===== src/rtl/pb_pkg.sv =====
// Shared constants and types for the push-button front end.
// Optional auto-repeat is enabled by defining PB_AUTOREPEAT_EN.
package pb_pkg;

  localparam int unsigned PB_NUM_BUTTONS      = 4;
  localparam int unsigned PB_TICK_PERIOD_1KHZ = 50000;
  localparam int unsigned PB_SHIFT_LEN        = 10;

  typedef logic [PB_NUM_BUTTONS-1:0] pb_vec_t;
  typedef logic [15:0]               pb_hold_cnt_t;

endpackage


===== src/rtl/push_button_debouncer_if.sv =====
// Channel bundle: sampled button level and tick in, debounced level and pulses out.
// Master is the debounce channel, slave is the logic feeding/consuming it.
interface push_button_debouncer_if #(
  parameter int unsigned W = 1
) ();

  logic [W-1:0] pressed;
  logic         sample;
  logic [W-1:0] status;
  logic [W-1:0] press;
  logic [W-1:0] rel;

  modport master (
    input  pressed,
    input  sample,
    output status,
    output press,
    output rel
  );

  modport slave (
    output pressed,
    output sample,
    input  status,
    input  press,
    input  rel
  );

endinterface


===== src/rtl/pb_debounce_channel.sv =====
// One debounce channel: sample shift register, debounced status, press/release pulses.
// With PB_AUTOREPEAT_EN defined, a hold counter re-issues press pulses while held.
module pb_debounce_channel
  import pb_pkg::*;
#(
  parameter int unsigned SHIFT_LEN    = PB_SHIFT_LEN,
  parameter int unsigned REPEAT_DELAY = 500,
  parameter int unsigned REPEAT_RATE  = 100
) (
  input  logic                    CLOCK_50_I,
  input  logic                    resetn,
  push_button_debouncer_if.master ch
);

  logic [SHIFT_LEN-1:0] shift_q, shift_d;
  logic                 status_q, status_d;
  logic                 status_dly_q, status_dly_d;
  logic                 press_q, press_d;
  logic                 release_q, release_d;
  logic                 press_edge;

`ifdef PB_AUTOREPEAT_EN
  localparam pb_hold_cnt_t HOLD_FIRE   = pb_hold_cnt_t'(REPEAT_DELAY - 1);
  localparam pb_hold_cnt_t HOLD_RELOAD = pb_hold_cnt_t'(REPEAT_DELAY - REPEAT_RATE);

  pb_hold_cnt_t hold_q, hold_d;
`endif

  always_comb begin
    shift_d = shift_q;
    if (ch.sample) begin
      shift_d = {shift_q[SHIFT_LEN-2:0], ch.pressed[0]};
    end
    // Any pressed sample in the window keeps status high: fast press, slow release.
    status_d     = |shift_q;
    status_dly_d = status_q;
    press_edge   = status_q & ~status_dly_q;
    press_d      = press_edge;
    release_d    = ~status_q & status_dly_q;
`ifdef PB_AUTOREPEAT_EN
    hold_d = hold_q;
    if (!status_q || press_edge) begin
      hold_d = '0;
    end else if (ch.sample) begin
      if (hold_q == HOLD_FIRE) begin
        press_d = 1'b1;
        hold_d  = HOLD_RELOAD;
      end else begin
        hold_d = hold_q + 1'b1;
      end
    end
`endif
  end

  always_ff @(posedge CLOCK_50_I or negedge resetn) begin
    if (!resetn) begin
      shift_q      <= '0;
      status_q     <= 1'b0;
      status_dly_q <= 1'b0;
      press_q      <= 1'b0;
      release_q    <= 1'b0;
    end else begin
      shift_q      <= shift_d;
      status_q     <= status_d;
      status_dly_q <= status_dly_d;
      press_q      <= press_d;
      release_q    <= release_d;
    end
  end

`ifdef PB_AUTOREPEAT_EN
  always_ff @(posedge CLOCK_50_I or negedge resetn) begin
    if (!resetn) begin
      hold_q <= '0;
    end else begin
      hold_q <= hold_d;
    end
  end
`endif

  assign ch.status = status_q;
  assign ch.press  = press_q;
  assign ch.rel    = release_q;

endmodule


===== src/rtl/push_button_debouncer.sv =====
// Push-button front end: 2-flop synchronisers, shared sample-tick divider, per-button debounce.
// Define PB_AUTOREPEAT_EN to enable hold-to-repeat press pulses.
module push_button_debouncer
  import pb_pkg::*;
#(
  parameter int unsigned NUM_BUTTONS  = PB_NUM_BUTTONS,
  parameter int unsigned TICK_PERIOD  = PB_TICK_PERIOD_1KHZ,
  parameter int unsigned SHIFT_LEN    = PB_SHIFT_LEN,
  parameter int unsigned REPEAT_DELAY = 500,
  parameter int unsigned REPEAT_RATE  = 100
) (
  input  logic                   CLOCK_50_I,
  input  logic                   resetn,
  input  logic [NUM_BUTTONS-1:0] PUSH_BUTTON_N_I,
  output logic [NUM_BUTTONS-1:0] pb_status_o,
  output logic [NUM_BUTTONS-1:0] pb_press_o,
  output logic [NUM_BUTTONS-1:0] pb_release_o,
  output logic                   tick_o
);

  localparam int unsigned TICK_W = (TICK_PERIOD > 1) ? $clog2(TICK_PERIOD) : 1;
  localparam logic [TICK_W-1:0] TICK_LAST = TICK_W'(TICK_PERIOD - 1);

  logic [NUM_BUTTONS-1:0] sync_n_meta_q, sync_n_q;
  logic [TICK_W-1:0]      tick_cnt_q, tick_cnt_d;
  logic                   tick;

  always_ff @(posedge CLOCK_50_I or negedge resetn) begin
    if (!resetn) begin
      sync_n_meta_q <= '1;
      sync_n_q      <= '1;
    end else begin
      sync_n_meta_q <= PUSH_BUTTON_N_I;
      sync_n_q      <= sync_n_meta_q;
    end
  end

  assign tick = (tick_cnt_q == TICK_LAST);

  always_comb begin
    tick_cnt_d = tick_cnt_q + 1'b1;
    if (tick) begin
      tick_cnt_d = '0;
    end
  end

  always_ff @(posedge CLOCK_50_I or negedge resetn) begin
    if (!resetn) begin
      tick_cnt_q <= '0;
    end else begin
      tick_cnt_q <= tick_cnt_d;
    end
  end

  assign tick_o = tick;

  for (genvar i = 0; i < NUM_BUTTONS; i++) begin : g_ch
    push_button_debouncer_if #(.W(1)) ch_if ();

    assign ch_if.pressed = ~sync_n_q[i];
    assign ch_if.sample  = tick;

    pb_debounce_channel #(
      .SHIFT_LEN    (SHIFT_LEN),
      .REPEAT_DELAY (REPEAT_DELAY),
      .REPEAT_RATE  (REPEAT_RATE)
    ) u_channel (
      .CLOCK_50_I (CLOCK_50_I),
      .resetn     (resetn),
      .ch         (ch_if.master)
    );

    assign pb_status_o[i]  = ch_if.status[0];
    assign pb_press_o[i]   = ch_if.press[0];
    assign pb_release_o[i] = ch_if.rel[0];
  end

endmodule


===== config.mk =====
export PLATFORM = sky130hd
export DESIGN_NAME = push_button_debouncer
export DESIGN_NICKNAME = d
export VERILOG_FILES = /design/src/rtl/pb_pkg.sv /design/src/rtl/push_button_debouncer_if.sv /design/src/rtl/pb_debounce_channel.sv /design/src/rtl/push_button_debouncer.sv
export SDC_FILE = /design/constraint.sdc
export NUM_CORES = 1
export LEC_CHECK = 0
export CELL_PAD_IN_SITES_DETAIL_PLACEMENT = 1
export CELL_PAD_IN_SITES_GLOBAL_PLACEMENT = 2
export CORE_MARGIN = 4
export CORE_UTILIZATION = 35
export CTS_BUF_LIST = sky130_fd_sc_hd__clkbuf_16
export CTS_CLUSTER_SIZE = 28
export DETAILED_ROUTE_END_ITERATION = 10
export HOLD_SLACK_MARGIN = 0.02
export PLACE_DENSITY_LB_ADDON = 0.12
export SLEW_MARGIN = 10
export SYNTH_ARGS = -nofsm -noshare
export SYNTH_HDL_FRONTEND = slang
export SYNTH_HIERARCHICAL = 1
export SYNTH_SLANG_ARGS = --single-unit
export TNS_END_PERCENT = 30

===== constraint.sdc =====
create_clock -name CLOCK_50_I -period 2.2 [get_ports CLOCK_50_I]
set_clock_uncertainty 0.15 [all_clocks]
set_input_delay 0.44 -clock CLOCK_50_I [delete_from_list [all_inputs] [get_ports CLOCK_50_I]]
set_output_delay 0.44 -clock CLOCK_50_I [all_outputs]
set_load 0.1 [all_outputs]

==> results by group, run 1 <==
Yosys
  • Number of enable-type register cells in the synthesized netlist: 0
  • Most used standard cells in the synthesized netlist: 72 x sky130_fd_sc_hd__dfrtp_1, 40 x sky130_fd_sc_hd__mux2_4, 13 x sky130_fd_sc_hd__nor2_1
  • Netlist area before placement: 3251 sq um
  • Number of synthesized register bits: 80
  • Share of flip-flops with an asynchronous set or reset after synthesis: 1.000
  • Cell count after synthesis: 215
  • Share of synthesized area occupied by flip-flops and latches: 0.6189
  • Post-synth top flop: sky130_fd_sc_hd__dfrtp_1
  • Cell variety after synth: 25
  • Cell type with the largest total area after synthesis: sky130_fd_sc_hd__dfrtp_1
  • Cell with the most instances after synthesis: sky130_fd_sc_hd__dfrtp_1
  • Yosys Warn Count: 6
  • Cells taking the most area after synthesis: sky130_fd_sc_hd__dfrtp_1 55%, sky130_fd_sc_hd__mux2_4 18%, sky130_fd_sc_hd__dfstp_2 6.5%
  • Mean instance size in the synthesized netlist: 15.12 sq um
  • Syn nets: 222
  • Area share of the largest cell type after synthesis: 0.5543

Clocking
  • Worst-path clk slew: 60 ps
  • Number of buffers on the longest clock path: 2
  • CTS Sinks: 80
  • Insertion delay of the later-clocked pin in the worst-skew pair: 330 ps
  • TritonCTS clock tree: yes
  • H-tree depth reported by CTS: 3
  • Num CTS Buffers: 9
  • Buffer cell driving the clock tree root: sky130_fd_sc_hd__clkbuf_16

Placed design
  • Number of buffers inserted by port buffering: 18
  • Post-placement cell count: 340
  • Detailed-placement wirelength estimate: 3823 um
  • Gp weighted congestion: 0.7316

Worst setup path
  • CP cell instances: or4b_4 -> nor4_4 -> buf_4 -> buf_12
  • Largest stage delay, worst path: 550 ps
  • Slowest cell on crit path: sky130_fd_sc_hd__or4b_4
  • Worst EP arrival: 1870 ps
  • CP delay by family, top: simple AND/OR/NAND/NOR gates
  • Worst Setup Path Type: flip-flop to output pin
  • Highest fanout seen on the critical path: 2
  • Endpoint class of the critical path: output pin
  • Data required time of the worst path: 1610 ps
  • Startpoint types: flip-flop
  • Critical path buffer and inverter count: 2

Status
  • Run status: finished, violations left
  • Failing checks: negative setup slack

Power
  • Part of the power in registers: 0.466
  • Net switching power: 0.5947 mW
  • Switching power share of the total: 0.1863
  • Worst vdd rail ir drop: 0.4018 mV
  • Combinational power share: 0.014
  • Power per cell area: 801.5 nW/um^2
  • Clock network fraction of total power: 0.521
  • Internal power component: 2.597 mW
  • Reported leakage power: 1.940 nW

Route
  • Via count of the routed design: 1744
  • Vias per Instance: 4.831
  • Drt initial violations: 25
  • Post-detailed-route wirelength per cell: 15.89 um
  • Count of antenna-violating nets left after detailed routing: 0
  • Count of TritonRoute iterations in the first routing pass: 4
  • Sum of routed wire length over all layers: 5736 um
  • Remaining DRCs: 0

Layout
  • Core Util, Final: 0.4479
  • Non-filler cells, final: 361
  • Number of antenna diodes: 0
  • Number of nets in the final layout: 255
  • Proportion of layout cells with a drive suffix above 1: 0.3953
  • Signed area change from the synthesized netlist to the final layout: 22.52%

Global route
  • GR Util All Layers: 0.1124
  • Maximum number of pins on one net before global-route repair: 57
  • Number of global-route vias before repair: 1995
  • Global-route congestion overflow total: 0
  • Initial antenna violation count: 0
  • Wire length of the first global-routing pass: 9784 um

Floorplanning
  • Number of primary I/O pins: 19
  • Initial cell density of the core: 0.3656
  • Height of the die: 104.4 um
  • Width of the chip: 104.4 um
  • Total die area: 10890 sq um
  • Row cnt: 34
  • Core ar.: 8891 sq um

Timing
  • Count of pins over their slew limit: 0
  • Post-layout min period: 2465 ps
  • Post-layout worst setup margin: -264.6 ps
  • Worst slew margin: 0.7283
  • Max Fclk: 405.7 MHz
  • Final hold vios: 0
  • Transition time at the pin with the least slew margin: 403.9 ps
  • Final setup violating endpoints: 11
  • Tcrit/Tclk final: 1.120
  • Setup repair after global routing missed its margin: true

Hold path
  • Class of the worst hold path: flip-flop to flip-flop

Run
  • Number of maximum-capacitance violations: 0
[cells in the final DEF (no fill, tap or decap), types with 7 or more instances in the layout]
master,synthesis,final
sky130_fd_sc_hd__dfrtp_1,72,71
sky130_fd_sc_hd__mux2_4,40,40
sky130_fd_sc_hd__buf_4,12,26
sky130_fd_sc_hd__nor2_1,13,13
sky130_fd_sc_hd__nor4_1,11,11
sky130_fd_sc_hd__clkbuf_16,0,10
sky130_fd_sc_hd__nor2b_1,9,9
sky130_fd_sc_hd__dfstp_2,8,8
sky130_fd_sc_hd__nand3_1,7,7
sky130_fd_sc_hd__xor2_1,7,7
[routing by layer]
layer / share of wire / GRT usage / vias up
li1: - / - / 797
met1: 0.44 / 0.1389 / 913
met2: 0.51 / 0.1817 / 28
met3: 0.039 / 0.03600 / 6
met5: 0 / 0 / -
met4: 0.012 / 0.04558 / 0
[power by group through the flow]
| stage | registers, mW | clock network (mW) | logic, mW |
|---|---|---|---|
| final | 1.49 | 1.66 | 0.0431 |
| after global routing | 1.49 | 1.78 | 0.0511 |
| after CTS | 1.49 | 1.72 | 0.0459 |
| after detailed placement | 1.51 | 0 | 0.0447 |
| after global placement | 1.51 | 0 | 0.0420 |
| after floorplan | 1.51 | 0 | 0.00139 |
[stage by stage]
step | hold WS (ps) | setup WS (ps) | total power [mW] | area, sq um | TNS (ps)
6_report | 208.0 | -264.6 | 3.192 | 3983 | -438.6
5_1_grt | 215.8 | -357.5 | 3.320 | 3983 | -2833
4_1_cts | 212.1 | -320.9 | 3.252 | 3946 | -828.7
3_5_place_dp | 202.8 | 26.63 | 1.558 | 3583 | 0
3_3_place_gp | 195.6 | 27.52 | 1.555 | 3583 | 0
2_1_floorplan | -5.591 | -1079 | 1.514 | 3251 | -49780
[logic make-up (layout without fill, tap and decap cells)]
kind of cell	after synthesis	count (layout)	synth area share
xor+xnor	12	12	0.03233
simple gates	59	59	0.1078
flops	80	80	0.6189
compound gates	2	2	0.003076
fa+ha+maj	1	1	0.003848
buf+inv	20	58	0.04619
mux	41	41	0.1878
[sequential cells by signal, summed over array words and instances, names as in the netlist]
register                     cells
sync_n_meta_q                    4
g_ch.u_channel/shift_q          40
g_ch.u_channel/ch.status         4
sync_n_q                         4
g_ch.u_channel/ch.press          4
g_ch.u_channel/status_dly_q      4
g_ch.u_channel/ch.rel            4
tick_cnt_q                      16
[layout make-up]
| cell class | count | area (sq um) |
|---|---|---|
| inverter | 4 | 15.01 |
| fill | 873 | 4908 |
| clock inverter | 7 | 111.4 |
| multi-input combinational | 115 | 1092 |
| clock buffer | 9 | 225.2 |
| sequential | 80 | 2013 |
| tap | 108 | 135.1 |
| timing repair buffer | 38 | 390.4 |
[final timing paths]
path | startpoint | endpoint | slack [ps] | cells past startpoint
max in group asynchronous | resetn | sync_n_q[1] | 830 | 3
min in group asynchronous | resetn | g_ch[2].u_channel/ch.press | 410 | 2
max reg2reg | tick_cnt_q[7] | g_ch[0].u_channel/shift_q[9] | -20 | 6
min reg2reg | sync_n_meta_q[3] | sync_n_q[3] | 210 | 0
min | sync_n_meta_q[3] | sync_n_q[3] | 210 | 0
max | tick_cnt_q[7] | tick_o | -260 | 4
[what timing repair did]
item	CTS	global route
setup endpoints to repair	1	41
buffers inserted	1	4
pin swaps	3	1
hold buffers	1	0
endpoints found under the hold margin	22	0
gates resized for setup	3	0
cloned	0	1
(Power assumes the default switching activity.)
==> run 2: changes to the inputs <==
- CORE_MARGIN: 4 -> 2
==> results by group, run 2 (synthesis results as in run 1) <==
Layout
  • Number of nets in the final layout: 257 (was 255)
  • Largest registers: g_ch.u_channel/shift_q (40), tick_cnt_q (16) (unchanged)
  • Commonest cells after routing, fill and taps aside: 72 x sky130_fd_sc_hd__dfrtp_1, 40 x sky130_fd_sc_hd__mux2_4, 29 x sky130_fd_sc_hd__buf_4 (was 71 x sky130_fd_sc_hd__dfrtp_1, 40 x sky130_fd_sc_hd__mux2_4, 26 x sky130_fd_sc_hd__buf_4)
  • Register Area: 2012 sq um (was 2013 sq um)
  • Top register by number of flip-flops: g_ch.u_channel/shift_q (unchanged)
  • Number of antenna diodes: 0 (unchanged)
  • Signed area change from the synthesized netlist to the final layout: 24.02% (was 22.52%)
  • Area occupied by multi-input gates: 1092 sq um (unchanged)
  • Final design instance area without fill: 4031 sq um (was 3983 sq um)
  • Leading cell type in the layout, fill and taps excluded: sky130_fd_sc_hd__dfrtp_1 (unchanged)
  • Fillers: 921 (was 873)
  • Proportion of layout cells with a drive suffix above 1: 0.4039 (was 0.3953)
  • Max reg flops: 40 (unchanged)

Route
  • Sum of routed wire length over all layers: 6099 um (was 5736 um)
  • Remaining DRCs: 0 (unchanged)
  • Post-detailed-route wirelength per cell: 16.66 um (was 15.89 um)
  • Count of TritonRoute iterations in the first routing pass: 4 (unchanged)
  • Drt initial violations: 55 (was 25)
  • Count of antenna-violating nets left after detailed routing: 0 (unchanged)
  • Via count of the routed design: 1750 (was 1744)
  • Vias per Instance: 4.781 (was 4.831)

Floorplanning
  • Initial cell density of the core: 0.3569 (was 0.3656)
  • Row cnt: 35 (was 34)
  • Total die area: 10070 sq um (was 10890 sq um)
  • Core ar.: 9109 sq um (was 8891 sq um)
  • Number of primary I/O pins: 19 (unchanged)
  • Width of the chip: 100.4 um (was 104.4 um)
  • Height of the die: 100.4 um (was 104.4 um)

Placed design
  • Area post-placement: 3557 sq um (was 3583 sq um)
  • Detailed-placement wirelength estimate: 3643 um (was 3823 um)
  • Pre-CTS setup slack: -59.71 ps (was 26.63 ps)
  • Gp weighted congestion: 0.7009 (was 0.7316)
  • Number of buffers inserted by port buffering: 18 (unchanged)

Clocking
  • Insertion delay of the later-clocked pin in the worst-skew pair: 330 ps (about the same)
  • TritonCTS clock tree: yes (unchanged)
  • H-tree depth reported by CTS: 3 (unchanged)
  • Buffer cell driving the clock tree root: sky130_fd_sc_hd__clkbuf_16 (unchanged)
  • Worst-path clk slew: 60 ps (about the same)
  • Number of buffers on the longest clock path: 2 (unchanged)
  • Num CTS Buffers: 9 (unchanged)
  • CTS Sinks: 80 (unchanged)

Timing
  • Post-layout worst setup margin: -262.5 ps (was -264.6 ps)
  • Setup repair after global routing missed its margin: true (unchanged)
  • Max Fclk: 406.1 MHz (was 405.7 MHz)
  • Final setup violating endpoints: 30 (was 11)
  • Transition time at the pin with the least slew margin: 395.9 ps (was 403.9 ps)
  • Total negative slack: -4567 ps (was -438.6 ps)
  • Tcrit/Tclk final: 1.119 (was 1.120)
  • Post-layout min period: 2463 ps (was 2465 ps)
  • Count of pins over their slew limit: 0 (unchanged)
  • Final hold vios: 0 (unchanged)
  • Worst slew margin: 0.7361 (was 0.7283)
  • Hold slack: 206.1 ps (was 208.0 ps)

Status
  • Run status: finished, violations left (unchanged)
  • Failing checks: negative setup slack (unchanged)

Hold path
  • Class of the worst hold path: flip-flop to flip-flop (unchanged)

Power
  • Reported leakage power: 1.962 nW (was 1.940 nW)
  • Power per cell area: 803.2 nW/um^2 (was 801.5 nW/um^2)
  • Worst vdd rail ir drop: 0.3902 mV (was 0.4018 mV)

Worst setup path
  • CP delay by family, top: simple AND/OR/NAND/NOR gates (unchanged)
  • CP cell instances: or4b_4 -> nor4_4 -> buf_4 -> buf_12 (unchanged)
  • Largest stage delay, worst path: 560 ps (was 550 ps)
  • Highest fanout seen on the critical path: 2 (unchanged)
  • Critical path buffer and inverter count: 2 (unchanged)
  • Worst EP arrival: 1870 ps (about the same)
  • Worst Setup Path Type: flip-flop to output pin (unchanged)
  • Data required time of the worst path: 1610 ps (about the same)
  • Endpoint class of the critical path: output pin (unchanged)
  • Slowest cell on crit path: sky130_fd_sc_hd__or4b_4 (unchanged)
  • Startpoint types: flip-flop (unchanged)

Global route
  • Initial antenna violation count: 0 (unchanged)
  • Global-route congestion overflow total: 0 (unchanged)
  • Number of global-route vias before repair: 2018 (was 1995)
  • Wire length of the first global-routing pass: 10560 um (was 9784 um)
  • GR Util All Layers: 0.1389 (was 0.1124)
  • Maximum number of pins on one net before global-route repair: 53 (was 57)

Run
  • Number of maximum-capacitance violations: 0 (unchanged)
## run 2: cell types whose count changed in the layout (fill, tap and decap cells not counted), sizes merged
cell      change
bufbuf        +2
buf           +1
clkbuf        -1
clkinvlp      +1
inv           -1
## run 2: stage by stage
stage,power (mW),cells,util
floorplan,1.514,215,-
global route,3.357,366,0.4426
finish,3.238,366,0.4426
detailed placement,1.559,344,0.3905
global placement,1.555,344,0.3905
CTS,3.289,365,0.4418
## run 2: cell type report
type,count,area share
Sequential cell,80,0.4991
Tap cell,111,0.03445
Inverter,4,0.003724
Clock buffer,9,0.05587
Timing Repair Buffer,40,0.1061
Clock inverter,7,0.02980
Multi-Input combinational cell,115,0.2710
## run 2: worst register-to-register path, stage by stage (launching register included)
cell                        delay, ps
sky130_fd_sc_hd__dfrtp_1          380
sky130_fd_sc_hd__or4b_4           560
sky130_fd_sc_hd__nor4_4           280
sky130_fd_sc_hd__buf_4            220
sky130_fd_sc_hd__bufbuf_16        360
sky130_fd_sc_hd__mux2_4           320
## run 2: routing by layer
layer | vias up | routed length (um) | global-route usage
met5 | - | 0 | 0
met4 | 0 | 91 | 0.04636
met3 | 9 | 164 | 0.04387
met2 | 20 | 3136 | 0.2328
met1 | 912 | 2706 | 0.1701
li1 | 809 | - | -
## run 2: worst paths after layout
kind | from | endpoint | slack, ps | cells after the start
max in group asynchronous | resetn | sync_n_q[2] | 810 | 3
worst min register to register | sync_n_meta_q[2] | sync_n_q[2] | 210 | 0
worst max-delay path | tick_cnt_q[5] | tick_o | -260 | 4
min in group asynchronous | resetn | g_ch[0].u_channel/shift_q[5] | 430 | 2
worst max register to register | tick_cnt_q[5] | g_ch[1].u_channel/shift_q[7] | -170 | 5
worst min-delay path | sync_n_meta_q[2] | sync_n_q[2] | 210 | 0
## run 2: report_power, final
part,internal (mW),switching [mW]
clock network,1.11,0.598
registers,1.48,0.00199
logic,0.0128,0.0312
## run 2: what timing repair did
action,4_1_cts,5_1_grt
buffers inserted,1,1
gates resized for setup,3,0
gates cloned,3,0
hold buffers,1,0
endpoints found under the hold margin,26,0
pin swaps,2,2
endpoints found under the setup margin,41,45
==> run 3: changes to the inputs <==
- CAP_MARGIN: unset -> 40
- PLACE_DENSITY: unset -> 0.77
- PLACE_DENSITY_LB_ADDON: 0.12 -> unset
==> results by group, run 3 (synthesis results as in run 1) <==
Status
  • Run status: finished, violations left (unchanged)
  • Failing checks: negative setup slack (unchanged)

Worst setup path
  • Worst EP arrival: 1900 ps (was 1870 ps)
  • Highest fanout seen on the critical path: 2 (unchanged)
  • Launch instance of the worst register-to-register path: tick_cnt_q[5] (unchanged)
  • Critical path launch point: tick_cnt_q[5] (unchanged)
  • Worst Setup Path Type: flip-flop to output pin (unchanged)
  • Startpoint types: flip-flop (unchanged)
  • Data required time of the worst path: 1610 ps (about the same)
  • Endpoint class of the critical path: output pin (unchanged)

Floorplanning
  • Initial cell density of the core: 0.3569 (unchanged)
  • Number of primary I/O pins: 19 (unchanged)
  • Total die area: 10070 sq um (unchanged)
  • Width of the chip: 100.4 um (unchanged)
  • Core ar.: 9109 sq um (unchanged)
  • Height of the die: 100.4 um (unchanged)
  • Row cnt: 35 (unchanged)

Route
  • Count of TritonRoute iterations in the first routing pass: 4 (unchanged)
  • Vias per Instance: 4.787 (was 4.781)
  • Drt initial violations: 40 (was 55)
  • Post-detailed-route wirelength per cell: 15.99 um (was 16.66 um)
  • Via count of the routed design: 1795 (was 1750)
  • Remaining DRCs: 0 (unchanged)
  • Sum of routed wire length over all layers: 5995 um (was 6099 um)
  • Count of antenna-violating nets left after detailed routing: 0 (unchanged)

Timing
  • Tcrit/Tclk final: 1.132 (was 1.119)
  • Count of pins over their slew limit: 0 (unchanged)
  • Post-layout worst setup margin: -289.6 ps (was -262.5 ps)
  • Post-layout min period: 2490 ps (was 2463 ps)
  • Final hold vios: 0 (unchanged)
  • Hold slack: 204.6 ps (was 206.1 ps)
  • Final setup violating endpoints: 41 (was 30)
  • Setup repair after global routing missed its margin: true (unchanged)
  • Max Fclk: 401.7 MHz (was 406.1 MHz)
  • Total negative slack: -1896 ps (was -4567 ps)
  • Transition time at the pin with the least slew margin: 374.1 ps (was 395.9 ps)
  • Worst slew margin: 0.7483 (was 0.7361)

Global route
  • Global-route congestion overflow total: 0 (unchanged)
  • Initial antenna violation count: 0 (unchanged)
  • GR Util All Layers: 0.1349 (was 0.1389)
  • Number of global-route vias before repair: 1981 (was 2018)
  • Maximum number of pins on one net before global-route repair: 35 (was 53)
  • Wire length of the first global-routing pass: 10330 um (was 10560 um)

Hold path
  • Class of the worst hold path: flip-flop to flip-flop (unchanged)
  • Start point of the worst hold path: sync_n_meta_q[1] (was sync_n_meta_q[2])

Clocking
  • Worst-path clk slew: 60 ps (about the same)
  • H-tree depth reported by CTS: 3 (unchanged)
  • Buffer cell driving the clock tree root: sky130_fd_sc_hd__clkbuf_16 (unchanged)
  • CTS Sinks: 80 (unchanged)
  • Insertion delay of the later-clocked pin in the worst-skew pair: 330 ps (about the same)
  • Num CTS Buffers: 9 (unchanged)
  • Number of buffers on the longest clock path: 2 (unchanged)
  • TritonCTS clock tree: yes (unchanged)

Power
  • Worst vdd rail ir drop: 0.4231 mV (was 0.3902 mV)
  • Power per cell area: 753.7 nW/um^2 (was 803.2 nW/um^2)
  • Total power: 3.058 mW (was 3.238 mW)
  • Reported leakage power: 1.994 nW (was 1.962 nW)

Layout
  • Max reg flops: 40 (unchanged)
  • Commonest cells after routing, fill and taps aside: 72 x sky130_fd_sc_hd__dfrtp_1, 40 x sky130_fd_sc_hd__mux2_4, 32 x sky130_fd_sc_hd__buf_4 (was 72 x sky130_fd_sc_hd__dfrtp_1, 40 x sky130_fd_sc_hd__mux2_4, 29 x sky130_fd_sc_hd__buf_4)
  • Top register by number of flip-flops: g_ch.u_channel/shift_q (unchanged)
  • Largest registers: g_ch.u_channel/shift_q (40), tick_cnt_q (16) (unchanged)
  • Number of nets in the final layout: 266 (was 257)
  • Number of antenna diodes: 0 (unchanged)
  • Leading cell type in the layout, fill and taps excluded: sky130_fd_sc_hd__dfrtp_1 (unchanged)
  • Signed area change from the synthesized netlist to the final layout: 24.83% (was 24.02%)
  • Proportion of layout cells with a drive suffix above 1: 0.4091 (was 0.4039)

Placed design
  • Number of buffers inserted by port buffering: 18 (unchanged)
  • Gp weighted congestion: 0.7006 (was 0.7009)
  • Detailed-placement wirelength estimate: 3654 um (was 3643 um)

Run
  • Number of maximum-capacitance violations: 0 (unchanged)
run 3: cell types whose count changed in the layout (fill, tap and decap cells not counted):
cell | before | now
sky130_fd_sc_hd__clkinv_2 | 1 | 0
sky130_fd_sc_hd__bufinv_16 | 3 | 2
sky130_fd_sc_hd__bufbuf_16 | 2 | 0
sky130_fd_sc_hd__clkbuf_16 | 9 | 11
sky130_fd_sc_hd__clkinv_1 | 0 | 1
sky130_fd_sc_hd__buf_8 | 0 | 1
sky130_fd_sc_hd__buf_16 | 2 | 0
sky130_fd_sc_hd__clkinv_4 | 2 | 0
sky130_fd_sc_hd__buf_12 | 2 | 4
sky130_fd_sc_hd__buf_4 | 29 | 32
sky130_fd_sc_hd__buf_6 | 0 | 5
sky130_fd_sc_hd__inv_1 | 4 | 7
run 3: final cells by class:
cell class                 instances  area (sq um)
timing repair buffer              49         491.7
fill                             920          5051
clock inverter                     7         82.58
multi-input combinational        115          1092
inverter                           4         15.01
tap                              111         138.9
sequential                        80          2012
clock buffer                       9         225.2
run 3: metal layers:
layer	GRT usage	part of all wire	up-vias
li1	-	-	824
met1	0.1667	0.43	934
met2	0.2179	0.51	26
met3	0.04596	0.037	11
met4	0.05374	0.020	0
met5	0	0	-
run 3: critical path, stage by stage (launching register included):
cell	delay, ps
sky130_fd_sc_hd__dfrtp_1	370
sky130_fd_sc_hd__or4b_4	550
sky130_fd_sc_hd__nor4_4	300
sky130_fd_sc_hd__buf_4	180
sky130_fd_sc_hd__buf_12	170
run 3: final timing paths:
path	end	slack, ps	cells past startpoint
worst max-delay path	tick_o	-290	4
worst min-delay path	sync_n_q[1]	200	0
worst max register to register	g_ch[1].u_channel/shift_q[7]	-90	7
worst min register to register	sync_n_q[1]	200	0
max in group asynchronous	g_ch[2].u_channel/shift_q[6]	880	3
min in group asynchronous	g_ch[3].u_channel/ch.press	420	2
run 3: power breakdown:
group	leakage, nW	total (mW)	internal (mW)	switching (mW)
registers	1.08	1.49	1.49	0.00209
clock network	0.157	1.53	0.977	0.550
logic	0.761	0.0448	0.0139	0.0308
run 3: metrics by stage:
stage	setup slack, ps	util	instances	cell area, sq um
CTS	-301.6	0.4354	369	3966
global placement	26.62	0.3960	349	3607
finish	-289.6	0.4455	375	4058
detailed placement	-1.809	0.3960	349	3607
floorplan	-1079	-	215	3251
global route	-342.4	0.4455	375	4058
run 3: what timing repair did:
action,in CTS,in global routing
buffers inserted,4,6
hold endpoints to repair,23,0
gates cloned,0,2
hold buffers,1,0
pin swaps,2,2
setup endpoints to repair,31,41
gates resized for setup,5,4
